===== config.mk =====
export PLATFORM = sky130hd
export DESIGN_NAME = sparc_fetch_unit
export DESIGN_NICKNAME = d
export VERILOG_FILES = /design/src/rtl/sparc_pkg.sv /design/src/rtl/sparc_fetch_unit.sv
export SDC_FILE = /design/constraint.sdc
export NUM_CORES = 1
export LEC_CHECK = 0
export CORE_AREA = 2 2 103 80
export DETAILED_ROUTE_END_ITERATION = 16
export DIE_AREA = 0 0 105 82
export GPL_TIMING_DRIVEN = 1
export MAX_ROUTING_LAYER = met4
export PLACE_DENSITY = 0.84
export REMOVE_ABC_BUFFERS = 1
export SETUP_SLACK_MARGIN = 0.05
export SYNTH_ARGS = -nofsm -noshare
export SYNTH_HDL_FRONTEND = slang
export SYNTH_SLANG_ARGS = --single-unit

===== constraint.sdc =====
create_clock -name clk -period 3.5 [get_ports clk]
set_input_delay 0.7 -clock clk [delete_from_list [all_inputs] [get_ports clk]]
set_output_delay 0.7 -clock clk [all_outputs]
set_load 0.01 [all_outputs]

===== src/rtl/sparc_pkg.sv =====
// Shared SPARC pipeline constants.
// Used by fetch, the instruction ROM and decode.
package sparc_pkg;

  localparam int ADDR_W = 9;
  localparam int INSTR_W = 32;
  localparam logic [INSTR_W-1:0] NOP_WORD = 32'h0100_0000;

endpackage


===== src/rtl/sparc_fetch_unit.sv =====
// SPARC instruction-fetch stage.
// Holds the PC/nPC pair, drives the ROM address and captures the IF/ID word.
module sparc_fetch_unit
  import sparc_pkg::*;
#(
  parameter int ADDR_W_P = ADDR_W,
  parameter logic [ADDR_W_P-1:0] RESET_PC = '0,
  parameter logic [INSTR_W-1:0] NOP_W = NOP_WORD
) (
  input  logic                clk,
  input  logic                rst_n,
  input  logic                stall,
  input  logic                branch_taken,
  input  logic [ADDR_W_P-1:0] branch_target,
  input  logic                annul,
  output logic [ADDR_W_P-1:0] rom_addr,
  input  logic [INSTR_W-1:0]  rom_instr,
  output logic [INSTR_W-1:0]  ifid_instr,
  output logic [ADDR_W_P-1:0] ifid_pc,
  output logic                ifid_valid,
  output logic [31:0]         fetch_count
);

  localparam logic [ADDR_W_P-1:0] STEP = ADDR_W_P'(4);

  logic [ADDR_W_P-1:0] pc;
  logic [ADDR_W_P-1:0] npc;
  logic [ADDR_W_P-1:0] target;
  logic [ADDR_W_P-1:0] pc_next;
  logic [ADDR_W_P-1:0] npc_next;

  assign rom_addr = pc;

  // Next PC/nPC: a taken branch redirects, otherwise advance along nPC.
  always_comb begin
    target = {branch_target[ADDR_W_P-1:2], 2'b00};
    pc_next = npc;
    npc_next = npc + STEP;
    if (branch_taken) begin
      pc_next = target;
      npc_next = target + STEP;
    end
  end

  // PC/nPC and IF/ID registers; the capture at old pc is the delay slot.
  always_ff @(posedge clk) begin
    if (!rst_n) begin
      pc <= RESET_PC;
      npc <= RESET_PC + STEP;
      ifid_instr <= NOP_W;
      ifid_pc <= '0;
      ifid_valid <= 1'b0;
      fetch_count <= '0;
    end else if (!stall) begin
      pc <= pc_next;
      npc <= npc_next;
      ifid_pc <= pc;
      if (annul) begin
        ifid_instr <= NOP_W;
        ifid_valid <= 1'b0;
      end else begin
        ifid_instr <= rom_instr;
        ifid_valid <= 1'b1;
        fetch_count <= fetch_count + 32'd1;
      end
    end
  end

endmodule


==> impl_metrics.yaml <==
grt:
  grt_max_degree: 70
  grt_pass1_wl_um: 14800
  antenna_found_initial: 0
  grt_overflow: 0
  track_usage: 0.223
  grt_pass1_vias: 3080
detailed_routing:
  drtIter0Drc: 108
  drc: 0
  route.detailed.wl_per_inst_um: 14.5
  drt_wl_total_um: 9120
  dr_total_vias: 3332
  viasPerCell: 5.29
  postRouteAntennaNets: 0
  firstDrtPassIters: 4
synthesis:
  synth-async-reset-ratio: 0
  yosys.area.top_type: "dfxtp_1"
  syn_area_per_cell_um2: 8.84
  ys_seq_elements: 86
  netlist_top_cells_count: "86 x dfxtp_1, 75 x nor2_1, 33 x a22oi_1"
  synthDistinctLibCells: 41
  synth_edf_count: 0
  yosysWarnings: 0
  synth_ff_type: "dfxtp_1"
  synth_area_leaders: "dfxtp_1 48%, nor2_1 7.8%, a22oi_1 6.9%"
  yosysMostFrequentCell: "dfxtp_1"
  synth.top_cell.area_share: 0.478
  syn_inst: 407
  seq_area_frac_synth: 0.478
  netlist_area_um2: 3600
worst_hold_path:
  whs_endpoint: "fetch_count[31]$_SDFFE_PN0P_"
  hp-start: "fetch_count[31]$_SDFFE_PN0P_"
  min_path_type: "reg2reg"
  holdPathStages: 2
clock_network:
  htree_num_levels: 3
  cts_root_buf: "clkbuf_8"
  clock_latency_ps: 340
  cts.clk_slew.worst_paths_ps: 80
  post_cts_buffers: 0
  cts_sinks: 86
  cts_tree: "built"
  cts_inserted_buffers: 9
  cts_resized: 0
  cts.path.max_buffers: 2
  cts_hold_buf: 0
worst_setup_path:
  required_ps: 3770
  crit_path_start_kind: "primary input"
  path_max_fanout: 9
  r2r_setup_slack_ps: 1520
  regToRegEndpoint: "fetch_count[30]$_SDFFE_PN0P_"
  worst_ep_arrival_time_ps: 2780
  endpoint_kind: "register"
  timing.rr.start: "fetch_count[0]$_SDFFE_PN0P_"
  crit_type: "in2reg"
  worst_r2r_path_depth: 5
  crit_start: "annul"
sta:
  post-route-period-util: 0.718
  clock.fmax_ghz: 0.398
  final.setup.tns_ps: 0
  drv_slew: 0
  hold_viol_final: 0
  worst_clock_skew_ps: 10.1
  final.min_clock_period_ps: 2510
  slew_headroom: 0.535
  tightest_slew_ps: 697
  finalSetupViolCount: 0
  grt_setup_unrepaired: "false"
finish:
  final_util: 0.666
  area_delta_synth_final_pct: 41.3
  diodes: 0
  drive_above_1_share: 0.0514
  nets: 568
job:
  drv_cap: 0
die:
  die_area_um2: 8610
  core_um2: 7640
  start_util: 0.471
  io_pins: 129
  fp.dieW_um: 105
  die_h_um: 82
  rows: 28
pwr:
  ir_drop_uv: 301
  p_per_area_nw_per_um2: 388
  p_leak_nw: 1.82
place:
  portBuffers: 122
  dp_hpwl_um: 6400
  gp_congestion: 0.799
run_status:
  outcome: "completed"
power breakdown:
group / switching (mW) / internal [mW] / leakage [nW] / total (mW)
clock: 0.342 / 0.372 / 0.103 / 0.713
combinational: 0.107 / 0.125 / 1.02 / 0.232
sequential: 0.0215 / 1.01 / 0.699 / 1.03
metrics by stage:
step                std cells  hold WS, ps  setup slack (ps)  cell area [um^2]  power, mW
finish                    630          488               987              5080       1.97
global route              630          523               841              5080       2.07
CTS                       630          492              1020              5080       2.00
global placement          614          456               687              4870       1.28
floorplan                 382          447              1310              3480       1.14
detailed placement        614          476               654              4870       1.28
critical path, cell delays in order:
cell	delay [ps]
clkdlybuf4s50_1	610
nor2_8	160
and4_1	420
nand4_1	340
or3_1	410
a21oi_1	150
cells by family (layout without fill, tap and decap cells):
family / after synthesis / count (layout) / share of synthesized area
mux: 15 / 15 / 0.0424
other cells: 1 / 4 / 0.00104
fa+ha+maj: 2 / 2 / 0.00695
flops: 86 / 86 / 0.478
buf+inv: 34 / 149 / 0.0435
compound gates: 79 / 79 / 0.137
simple gates: 165 / 165 / 0.230
xor+xnor: 25 / 25 / 0.0608
area by class of cell:
class | instances | area (um^2)
Clock inverter | 4 | 55.1
Timing Repair Buffer | 127 | 1270
Fill cell | 652 | 2550
Clock buffer | 12 | 155
Inverter | 6 | 22.5
Sequential cell | 86 | 1720
Tap cell | 105 | 131
Multi-Input combinational cell | 290 | 1730
sequential cells by signal (all words and copies together), names as in the netlist:
name         cells
ifid_instr      32
npc              7
fetch_count     32
rom_addr         7
ifid_valid       1
ifid_pc          7
cells in the final DEF (no fill, tap or decap), types with 11 or more instances in the layout:
master	synthesis	layout
a21oi_1	25	25
a22oi_1	33	33
clkbuf_8	0	11
clkdlybuf4s50_1	0	121
dfxtp_1	86	86
mux2i_1	13	13
nand2_1	18	18
nand3_1	15	15
nand4_1	13	13
nor2_1	75	75
o21ai_0	16	16
xor2_1	17	17
routing by layer:
layer / GRT usage / up-vias / share of wire
li1: - / 1647 / -
met1: 0.265 / 1562 / 0.44
met2: 0.362 / 109 / 0.48
met3: 0.0508 / 14 / 0.053
met4: 0.111 / 0 / 0.021
met5: - / - / 0
worst max-delay path by stage:
| stage | end | cells after the start | slack, ps |
|---|---|---|---|
| 3_5_place_dp | fetch_count[30]$_SDFFE_PN0P_ | 6 | 650 |
| 5_1_grt | fetch_count[26]$_SDFFE_PN0P_ | 6 | 840 |
| 4_1_cts | fetch_count[30]$_SDFFE_PN0P_ | 6 | 1020 |
| 6_report | fetch_count[30]$_SDFFE_PN0P_ | 6 | 990 |
| 3_3_place_gp | fetch_count[28]$_SDFFE_PN0P_ | 6 | 690 |
| 2_1_floorplan | fetch_count[22]$_SDFFE_PN0P_ | 5 | 1310 |
(Power assumes the default switching activity.)
